==> src/rtl/pulse_train_ctrl_if.sv <==
// Host <-> sequencer bundle: train request/abort, train shape, and the
// registered pulse line plus status returned to the host.
interface pulse_train_ctrl_if #(
   parameter int CNT_W = 8,
   parameter int REP_W = 8
);
   logic             start;
   logic             stop;
   logic [CNT_W-1:0] high_len;
   logic [CNT_W-1:0] low_len;
   logic [REP_W-1:0] reps;
   logic             out;
   logic             busy;
   logic             done;

   // Host side: issues requests, observes the line and status.
   modport master (
      output start, stop, high_len, low_len, reps,
      input  out, busy, done
   );

   // Sequencer side.
   modport slave (
      input  start, stop, high_len, low_len, reps,
      output out, busy, done
   );
endinterface

==> src/rtl/pulse_train_ctrl.sv <==
// Pulse-train sequencer: drives a single registered line with reps x
// (high phase, low phase), reports busy while running and a one-cycle
// done on normal completion. Train shape is captured at start so the
// host may change its inputs while a train is running.
module pulse_train_ctrl #(
   parameter int CNT_W = 8,
   parameter int REP_W = 8
) (
   input  logic                     clk,
   input  logic                     rst_n,
   pulse_train_ctrl_if.slave        bus
);

   typedef enum logic [1:0] {
      S_IDLE = 2'd0,
      S_HIGH = 2'd1,
      S_LOW  = 2'd2,
      S_DONE = 2'd3
   } state_t;

   state_t           state_reg,    state_next;
   logic [CNT_W-1:0] phase_cnt_reg, phase_cnt_next;
   logic [REP_W-1:0] rep_cnt_reg,  rep_cnt_next;
   logic [CNT_W-1:0] high_len_reg, high_len_next;
   logic [CNT_W-1:0] low_len_reg,  low_len_next;
   logic             out_reg,      out_next;
   logic             busy_reg,     busy_next;
   logic             done_reg,     done_next;

   // Helpers: high phase length is clamped to at least one cycle, and the
   // repetition count is only ever decremented when it is non-zero.
   logic [CNT_W-1:0] in_high_load;
   logic [CNT_W-1:0] sh_high_load;
   logic [REP_W-1:0] rep_dec;

   assign in_high_load = (bus.high_len == '0) ? '0 : bus.high_len - 1'b1;
   assign sh_high_load = (high_len_reg == '0) ? '0 : high_len_reg - 1'b1;
   assign rep_dec      = (rep_cnt_reg == '0) ? '0 : rep_cnt_reg - 1'b1;

   // State, counter, shadow and output registers.
   always_ff @(posedge clk or negedge rst_n) begin
      if (!rst_n) begin
         state_reg     <= S_IDLE;
         phase_cnt_reg <= '0;
         rep_cnt_reg   <= '0;
         high_len_reg  <= '0;
         low_len_reg   <= '0;
         out_reg       <= 1'b0;
         busy_reg      <= 1'b0;
         done_reg      <= 1'b0;
      end else begin
         state_reg     <= state_next;
         phase_cnt_reg <= phase_cnt_next;
         rep_cnt_reg   <= rep_cnt_next;
         high_len_reg  <= high_len_next;
         low_len_reg   <= low_len_next;
         out_reg       <= out_next;
         busy_reg      <= busy_next;
         done_reg      <= done_next;
      end
   end

   // Next-state and next-output decode; outputs follow the next state so
   // they are registered and aligned with the state they describe.
   always_comb begin
      state_next     = state_reg;
      phase_cnt_next = phase_cnt_reg;
      rep_cnt_next   = rep_cnt_reg;
      high_len_next  = high_len_reg;
      low_len_next   = low_len_reg;

      case (state_reg)
         S_IDLE: begin
            if (bus.start && !bus.stop) begin
               high_len_next = bus.high_len;
               low_len_next  = bus.low_len;
               if (bus.reps == '0) begin
                  state_next = S_DONE;
               end else begin
                  state_next     = S_HIGH;
                  phase_cnt_next = in_high_load;
                  rep_cnt_next   = bus.reps;
               end
            end
         end
         S_HIGH: begin
            if (bus.stop) begin
               state_next = S_IDLE;
            end else if (phase_cnt_reg != '0) begin
               phase_cnt_next = phase_cnt_reg - 1'b1;
            end else if (low_len_reg != '0) begin
               state_next     = S_LOW;
               phase_cnt_next = low_len_reg - 1'b1;
            end else begin
               // No low phase: the repetition ends with the high phase.
               rep_cnt_next = rep_dec;
               if (rep_dec == '0) begin
                  state_next = S_DONE;
               end else begin
                  phase_cnt_next = sh_high_load;
               end
            end
         end
         S_LOW: begin
            if (bus.stop) begin
               state_next = S_IDLE;
            end else if (phase_cnt_reg != '0) begin
               phase_cnt_next = phase_cnt_reg - 1'b1;
            end else begin
               rep_cnt_next = rep_dec;
               if (rep_dec == '0) begin
                  state_next = S_DONE;
               end else begin
                  state_next     = S_HIGH;
                  phase_cnt_next = sh_high_load;
               end
            end
         end
         default: begin
            state_next = S_IDLE;
         end
      endcase

      out_next  = (state_next == S_HIGH);
      busy_next = (state_next == S_HIGH) || (state_next == S_LOW);
      done_next = (state_next == S_DONE);
   end

   assign bus.out  = out_reg;
   assign bus.busy = busy_reg;
   assign bus.done = done_reg;

endmodule

==> src/flat_wrapper.sv <==
// flat-port wrapper written by rule: the top's interface ports become plain ports
module pulse_train_ctrl_flat 
#(
   parameter int CNT_W = 8,
   parameter int REP_W = 8
)
  (clk, rst_n, bus_start, bus_stop, bus_high_len, bus_low_len, bus_reps, bus_out, bus_busy, bus_done);
  pulse_train_ctrl_if #(.CNT_W(CNT_W), .REP_W(REP_W)) bus_i ();
  input  logic clk;
  input  logic rst_n;
  input wire logic [$bits(bus_i.start)-1:0] bus_start;
  input wire logic [$bits(bus_i.stop)-1:0] bus_stop;
  input wire logic [$bits(bus_i.high_len)-1:0] bus_high_len;
  input wire logic [$bits(bus_i.low_len)-1:0] bus_low_len;
  input wire logic [$bits(bus_i.reps)-1:0] bus_reps;
  output wire logic [$bits(bus_i.out)-1:0] bus_out;
  output wire logic [$bits(bus_i.busy)-1:0] bus_busy;
  output wire logic [$bits(bus_i.done)-1:0] bus_done;
  assign bus_i.start = bus_start;
  assign bus_i.stop = bus_stop;
  assign bus_i.high_len = bus_high_len;
  assign bus_i.low_len = bus_low_len;
  assign bus_i.reps = bus_reps;
  assign bus_out = bus_i.out;
  assign bus_busy = bus_i.busy;
  assign bus_done = bus_i.done;
  pulse_train_ctrl #(.CNT_W(CNT_W), .REP_W(REP_W)) u_core (.clk(clk), .rst_n(rst_n), .bus(bus_i));
endmodule
==> config.mk <==
export PLATFORM = sky130hd
export DESIGN_NAME = pulse_train_ctrl_flat
export DESIGN_NICKNAME = d
export VERILOG_FILES = /design/src/rtl/pulse_train_ctrl_if.sv /design/src/rtl/pulse_train_ctrl.sv /design/src/flat_wrapper.sv
export SDC_FILE = /design/constraint.sdc
export NUM_CORES = 1
export LEC_CHECK = 0
export ABC_AREA = 1
export CORE_AREA = 2 2 81 114
export DETAILED_ROUTE_END_ITERATION = 10
export DIE_AREA = 0 0 83 116
export PLACE_DENSITY_LB_ADDON = 0.15
export SETUP_SLACK_MARGIN = 0.1
export SYNTH_ARGS = -nofsm -noshare
export SYNTH_HDL_FRONTEND = slang
export SYNTH_SLANG_ARGS = --single-unit
==> constraint.sdc <==
create_clock -name clk -period 2.9 [get_ports clk]
set_input_delay 0.29 -clock clk [delete_from_list [all_inputs] [get_ports clk]]
set_output_delay 0.29 -clock clk [all_outputs]
set_load 0.005 [all_outputs]
==> impl_metrics.ini, run 1 <==
[setup_path]
crit_fanout = 10
critPathCaptureType = register
critPathArrivalTime_ps = 2610
rrSetupSlack_ps = 520
start_kind = register
crit_type = register to register
cp.required_ps = 3130

[floorplanning]
die_w_um = 83
die_y_um = 116
start_util_pct = 34.2
dieArea_mm2 = 0.00963
ioPinCount = 31
row_count = 40
coreArea_mm2 = 0.00856

[sta]
period_needed_ps = 2380
hold_viol_final = 0
fmax_mhz = 421
slew_headroom_pct = 41.2
period_share_pct = 81.9
finClkSkew_ps = 5.11
maxSlewViolCount = 0
fin_hold_ws_ps = 126
fin_tns_setup_ps = 0
worstMarginPinSlew_ps = 883
rsz0062_at_grt = no
setup_viol = 0

[power]
finalPower_w = 0.00358
power.leakage_nw = 1.62
peakVddDrop_uv = 449
cellPowerDensity_mw_per_mm2 = 1020

[logic_synthesis]
syn_inst = 423
synthFlopType = dfrtp_1
synth_top_area_share_pct = 31.7
synth_edf_count = 0
synth-async-reset-ratio_pct = 100
ys_top_cells_by_count = nand2_1 (102), nor2_1 (51), inv_1 (43)
syn_area_mm2 = 0.00292
syn_nets = 465
syn_area_per_cell_um2 = 6.91
synth_top_area_cell = dfrtp_1
ys_ff_latch = 37
yosysSeqAreaShare_pct = 31.7
ys.warnings.count = 0
synth.distinct_cells = 41
synth_area_leaders = dfrtp_1 (32%), nand2_1 (13%), nor2_1 (6.5%)
synth_most_common_cell = nand2_1

[route]
wl_mm = 7.93
routed-via-count = 2811
drc = 0
vias_per_cell = 4.99
wl_per_cell_um = 14.1
postRouteAntennaNets = 0
drt-pass1-iter-count = 4
drtIter0Drc = 111

[placement]
place_congestion = 0.851
hpwlAfterDp_mm = 6.24
dp.cells = 555
port_buffers = 30
postPlaceCellArea_mm2 = 0.00334

[status]
status = finished clean

[clock_network]
clkTransAtPathRegs_ps = 60
cts_tree = built
cts_buffer_depth = 2
htree_levels = 2
postCtsHoldBufs = 0
cts.sinks = 37
post_cts_buffers = 0
cts_buffers = 5
ctsResizeCount = 0
clk_latency_ps = 290
root_buffer = clkbuf_16

[cells_and_area]
drive_gt1_share_pct = 10.7
fin_cells = 563
final_area_mm2 = 0.00352
antenna_cells = 0
area_growth_pct = 20.3
layout.nets = 499

[worst_hold_path]
min_path_type = input port to async pin

[global_route]
grt_max_degree = 38
grtUsageTotal_pct = 17.1
grt_pass1_wl_mm = 13.0
grt_pass1_vias = 2844
antenna_found_initial = 0
overflow = 0

[flow_run]
max_cap_violations = 0
[layer usage]
metal  share of wire, %  routed length (µm)  up-vias  track usage [%]
met3                2.6                 209       20             2.78
met5                  0                   0        -                0
met2                 52                4160       54             32.8
met4                4.0                 318        0             8.52
li1                   -                   -     1446                -
met1                 41                3250     1291             18.0
[metrics by stage]
| step | setup WS (ps) | util (%) |
|---|---|---|
| after detailed placement | 537 | 39.1 |
| after floorplan | 768 | - |
| final | 524 | 41.1 |
| after global routing | 344 | 41.1 |
| after global placement | 592 | 39.1 |
| after CTS | 514 | 41.1 |
[final timing paths]
kind	depth (start not counted)	from	end
max	16	u_core.rep_cnt_reg[0]$_DFFE_PN0P_	u_core.bus.busy$_DFF_PN0_
min	1	rst_n	u_core.rep_cnt_reg[3]$_DFFE_PN0P_
max reg2reg	16	u_core.rep_cnt_reg[0]$_DFFE_PN0P_	u_core.bus.busy$_DFF_PN0_
min reg2reg	2	u_core.low_len_reg[7]$_DFFE_PN0P_	u_core.low_len_reg[7]$_DFFE_PN0P_
max in group asynchronous	1	rst_n	u_core.high_len_reg[7]$_DFFE_PN0P_
min in group clk	2	u_core.low_len_reg[7]$_DFFE_PN0P_	u_core.low_len_reg[7]$_DFFE_PN0P_
[power by group]
group,switching (W),internal [W]
clock network,0.000223,0.000430
logic,0.00127,0.000689
registers,0.000212,0.000762
[cells in the final DEF, fill, tap and decap left out, types with 9 or more instances in the layout]
cell,instances
nand2_1,102
nor2_1,50
inv_1,43
dfrtp_1,37
clkdlybuf4s50_1,29
o21ai_0,28
nand3_1,24
a21oi_1,22
ha_1,14
nor3_1,12
inv_2,9
o21ai_1,9
[logic make-up after synthesis]
kind of cell	synth area share, %
AND/OR/NAND/NOR	35.4
AO/OA/AOI/OAI	14.7
buffers and inverters	8.26
flip-flops	31.7
adder cells (fa/ha/maj)	5.99
XOR/XNOR	3.90
[cell type report]
class	instances	area, µm²
well taps	105	131
flip-flops and latches	37	926
clock buffers	7	143
fillers	914	5040
multi-input cells	324	1760
clock inverters	1	30.0
repair buffers	33	318
inverters	56	211
[worst max-delay path, stage by stage (launching register included)]
cell and delay, ps:
dfrtp_1 370, inv_2 110, ha_1 240, nand2_2 90
nor2_4 130, nand2_4 100, nand2_1 100, nand2_1 80
nor2_2 150, nand3_4 140, nand2_1 90, nand2_1 40
nand2_1 60, nand2_1 50, a21oi_1 240, ha_1 280
inv_1 50
No activity file was read; power rests on OpenSTA's default activity.
==> run 2: changes to the inputs <==
==> constraint.sdc (replaced) <==
create_clock -name clk -period 2 [get_ports clk]
set_input_delay 0.2 -clock clk [delete_from_list [all_inputs] [get_ports clk]]
set_output_delay 0.2 -clock clk [all_outputs]
set_load 0.005 [all_outputs]
==> impl_metrics.ini, run 2 (synthesis results as in run 1) <==
[placement]
hpwlAfterDp_mm = 6.77
place_congestion = 0.866
port_buffers = 30
dp.cells = 614
postPlaceCellArea_mm2 = 0.00382

[cells_and_area]
area_growth_pct = 45.0
final_cell_mix = nand2_1 (91), buf_4 (70), nor2_1 (46), inv_1 (38), dfrtp_1 (37)
fin_cells = 634
drive_gt1_share_pct = 30.1
fillerInstances = 843
layout.nets = 570
final_area_mm2 = 0.00424
mostFrequentLayoutCell = nand2_1
antenna_cells = 0

[floorplanning]
row_count = 40
coreArea_mm2 = 0.00856
dieArea_mm2 = 0.00963
die_y_um = 116
start_util_pct = 34.2
ioPinCount = 31
die_w_um = 83

[clock_network]
cts.sinks = 37
clk_latency_ps = 290
clkTransAtPathRegs_ps = 60
cts_tree = built
cts_buffers = 5
cts_buffer_depth = 2
htree_levels = 2
root_buffer = clkbuf_16

[route]
postRouteAntennaNets = 0
wl_per_cell_um = 13.5
wl_met2_mm = 4.80
wl_met3_um = 317
routed-via-count = 3075
drc = 0
vias_per_cell = 4.85
wl_met1_mm = 3.26
wl_mm = 8.59
drtIter0Drc = 88
top_layer_used = met4
drt-pass1-iter-count = 4

[global_route]
overflow = 0
grtUsageTotal_pct = 18.8
grt_max_degree = 33
antenna_found_initial = 0
grt_pass1_vias = 3185
grt_pass1_wl_mm = 14.5

[sta]
fin_tns_setup_ps = -19.4
period_share_pct = 101
worstMarginPinSlew_ps = 421
finClkSkew_ps = 8.56
period_needed_ps = 2020
maxSlewViolCount = 0
fmax_mhz = 495
hold_viol_final = 0
setup_viol = 1
setup_ws_ps = -19.4
rsz0062_at_grt = yes
slew_headroom_pct = 71.9

[setup_path]
cp.required_ps = 2180
crit_fanout = 8
crit_start = u_core.rep_cnt_reg[1]$_DFFE_PN0P_
critPathArrivalTime_ps = 2200
crit_type = register to register
critPathCaptureType = register
rr_startpoint = u_core.rep_cnt_reg[1]$_DFFE_PN0P_
start_kind = register

[power]
power.leakage_nw = 1.98
cellPowerDensity_mw_per_mm2 = 1500
peakVddDrop_uv = 667

[status]
violations = setup timing
status = complete, but fails checks

[worst_hold_path]
min_path_type = input port to async pin

[flow_run]
max_cap_violations = 0
-- run 2: cell count changes in the layout (fill, tap and decap cells not counted), sizes merged --
| cell | delta |
|---|---|
| dlygate4sd3 | +1 |
| clkinv | +1 |
| buf | +70 |
| bufinv | -1 |
-- run 2: layout make-up --
class                           instances  area [µm²]  share of cell area, %
Multi-Input combinational cell        324        1930                   45.5
Sequential cell                        37         926                   21.8
Clock buffer                            7         153                   3.60
Tap cell                              105         131                   3.10
Clock inverter                          1        5.00                  0.118
Timing Repair Buffer                  104         882                   20.8
Inverter                               56         211                   4.99
-- run 2: worst max-delay path, cell delays in order, from the launching register on --
cell     delay (ps)
dfrtp_1         390
inv_2            80
ha_4            140
nand2_4          50
nor2_4          140
nand2_4         110
nand2_2         100
nand2_2          70
nor2_4          120
nand3_4          80
nand2_2          60
nand2_1          40
nand2_1          70
nand2_2          60
nand2_1          50
nand2_1          50
ha_1            260
inv_1            40
-- run 2: what timing repair did --
item                                    in CTS  in global routing
setup buffers                                5                  6
endpoints found under the setup margin      15                 21
hold endpoints to repair                    14                  0
resized for setup                           17                 30
hold buffers                                 1                  0
pin swaps                                    8                 11
-- run 2: worst paths after layout --
kind,slack (ps),cells past startpoint,end
min,380,2,u_core.rep_cnt_reg[3]$_DFFE_PN0P_
max in group asynchronous,1100,3,u_core.low_len_reg[3]$_DFFE_PN0P_
max reg2reg,-20,17,u_core.bus.busy$_DFF_PN0_
min in group clk,480,3,u_core.low_len_reg[6]$_DFFE_PN0P_
max,-20,17,u_core.bus.busy$_DFF_PN0_
min reg2reg,570,2,u_core.low_len_reg[7]$_DFFE_PN0P_
-- run 2: power by group --
| part | switching [W] | internal [W] | total [W] |
|---|---|---|---|
| logic | 0.00226 | 0.00186 | 0.00412 |
| clock network | 0.000321 | 0.000528 | 0.000849 |
| registers | 0.000281 | 0.00110 | 0.00139 |
| total | 0.00286 | 0.00349 | 0.00635 |
-- run 2: stage by stage --
stage          hold slack (ps)  total power [W]  setup WS (ps)  utilization, %
6_report                   380          0.00635          -19.4            49.5
5_1_grt                    419          0.00697           -179            49.5
4_1_cts                    401          0.00613          -9.68            47.9
3_5_place_dp               165          0.00498          -60.3            44.6
3_3_place_gp               162          0.00497          -16.8            44.6
2_1_floorplan            -95.6          0.00354          -19.4               -
-- run 2: layer usage --
metal,GRT usage (%),up-vias
li1,-,1589
met1,19.3,1406
met2,38.2,66
met3,3.06,14
met4,6.12,0
met5,0,-
==> run 3: changes to the inputs <==
--- a/config.mk
+++ b/config.mk
@@ -10,7 +10,8 @@
 export DETAILED_ROUTE_END_ITERATION = 10
 export DIE_AREA = 0 0 83 116
 export PLACE_DENSITY_LB_ADDON = 0.15
-export SETUP_SLACK_MARGIN = 0.1
+export REMOVE_ABC_BUFFERS = 1
+export SETUP_SLACK_MARGIN = 0.5
 export SYNTH_ARGS = -nofsm -noshare
 export SYNTH_HDL_FRONTEND = slang
 export SYNTH_SLANG_ARGS = --single-unit
==> impl_metrics.ini, run 3 (synthesis results as in run 1) <==
[status]
status = complete, but fails checks
violations = hold timing, setup timing

[setup_path]
cp.depth = 15
timing.rr.end = u_core.phase_cnt_reg[5]$_DFFE_PN0P_
r2r_cells = 15
crit_fanout = 8
cp_num_buf_inv = 5
critPathArrivalTime_ps = 2280
start_kind = register
crit_slowest_cell = dfrtp_1
critPathCaptureType = register
rr_startpoint = u_core.rep_cnt_reg[1]$_DFFE_PN0P_
max_stage_delay_ps = 360
endpoint = u_core.phase_cnt_reg[5]$_DFFE_PN0P_
crit_chain = inv_2 > ha_4 > buf_4 > xor2_1 > nand2_4 > nand2_4 > nor2_4 > nand3_4 > buf_4 > buf_4 > buf_12 > nand2_4 > nand3_2 > a21oi_2 > nor2_1
cp.required_ps = 2170
path_delay_family = buffers and inverters
rrSetupSlack_ps = -110
crit_start = u_core.rep_cnt_reg[1]$_DFFE_PN0P_
crit_type = register to register

[sta]
maxSlewViolCount = 0
slew_headroom_pct = 65.5
worstMarginPinSlew_ps = 518
period_share_pct = 105
setup_ws_ps = -105
hold_viol_final = 37
period_needed_ps = 2110
fmax_mhz = 475
finClkSkew_ps = 11.7
setup_viol = 10
fin_hold_ws_ps = -29.6
rsz0062_at_grt = yes

[cells_and_area]
fillerInstances = 839
area_growth_pct = 47.2
antenna_cells = 0
mostFrequentLayoutCell = nand2_1
final_core_util_pct = 50.3
fin_cells = 628
layout.nets = 564
drive_gt1_share_pct = 30.2
final_cell_mix = nand2_1 (82), buf_4 (62), nor2_1 (50), inv_1 (39), dfrtp_1 (37)

[global_route]
grt_max_degree = 38
grtUsageTotal_pct = 18.6
antenna_found_initial = 0
grt_pass1_vias = 3107
overflow = 0
grt_pass1_wl_mm = 14.3

[route]
vias_per_cell = 5.05
drc = 0
routed-via-count = 3174
drt-pass1-iter-count = 4
drtIter0Drc = 96
postRouteAntennaNets = 0
wl_per_cell_um = 14.4
wl_mm = 9.02

[power]
cellPowerDensity_mw_per_mm2 = 1560
power.leakage_nw = 1.98
peakVddDrop_uv = 749
finalPower_w = 0.00670

[floorplanning]
ioPinCount = 31
die_y_um = 116
coreArea_mm2 = 0.00856
dieArea_mm2 = 0.00963
die_w_um = 83
start_util_pct = 34.2
row_count = 40

[flow_run]
max_cap_violations = 0

[clock_network]
cts.sinks = 37
clkTransAtPathRegs_ps = 60
cts_buffers = 5
cts_tree = built
htree_levels = 2
clk_latency_ps = 290
cts_buffer_depth = 2
root_buffer = clkbuf_16

[placement]
post-place-ws_ps = -137
hpwlAfterDp_mm = 6.60
dp.cells = 601
port_buffers = 30
place_congestion = 0.844

[worst_hold_path]
min_path_type = input port to async pin
-- run 3: how the worst min path moves through the flow --
| stage | startpoint | end | slack [ps] | cells after the start |
|---|---|---|---|---|
| floorplan | rst_n | u_core.bus.busy$_DFF_PN0_ | -100 | 0 |
| global placement | rst_n | u_core.bus.done$_DFF_PN0_ | 300 | 2 |
| CTS | rst_n | u_core.phase_cnt_reg[5]$_DFFE_PN0P_ | 1 | 2 |
| global route | rst_n | u_core.state_reg[0]$_DFF_PN0_ | 30 | 2 |
| finish | rst_n | u_core.state_reg[0]$_DFF_PN0_ | -30 | 2 |
| detailed placement | rst_n | u_core.bus.done$_DFF_PN0_ | 300 | 2 |
-- run 3: final cells by class --
type	instances	area (µm²)	share of cell area (%)
Sequential cell	37	926	21.5
Inverter	56	215	5.00
Tap cell	105	131	3.05
Timing Repair Buffer	98	888	20.7
Multi-Input combinational cell	324	2000	46.6
Clock buffer	8	136	3.17
-- run 3: timing repair --
action | 4_1_cts | 5_1_grt
hold buffers | 0 | 0
gates resized for setup | 36 | 38
buffers inserted | 9 | 9
gates cloned | 1 | 0
pin swaps | 16 | 24
setup endpoints to repair | 25 | 37
-- run 3: report_power, final --
| part | internal [W] | total [W] | switching, W |
|---|---|---|---|
| sequential | 0.00110 | 0.00140 | 0.000297 |
| combinational | 0.00204 | 0.00450 | 0.00246 |
| clock | 0.000465 | 0.000796 | 0.000331 |
-- run 3: per-stage QoR --
stage	area [µm²]	setup TNS (ps)	hold WS, ps
after floorplan	2890	-915	-95.6
after global placement	3700	-1010	298
after detailed placement	3700	-1190	303
after CTS	4070	-64.9	1.05
after global routing	4300	-1910	27.9
final	4300	-416	-29.6
-- run 3: per-layer routing --
metal	vias up	track usage, %	share of wire, %
met5	-	0	0
met4	0	9.40	4.5
met3	33	3.35	3.5
met2	85	36.1	54
met1	1480	19.0	38
li1	1576	-	-
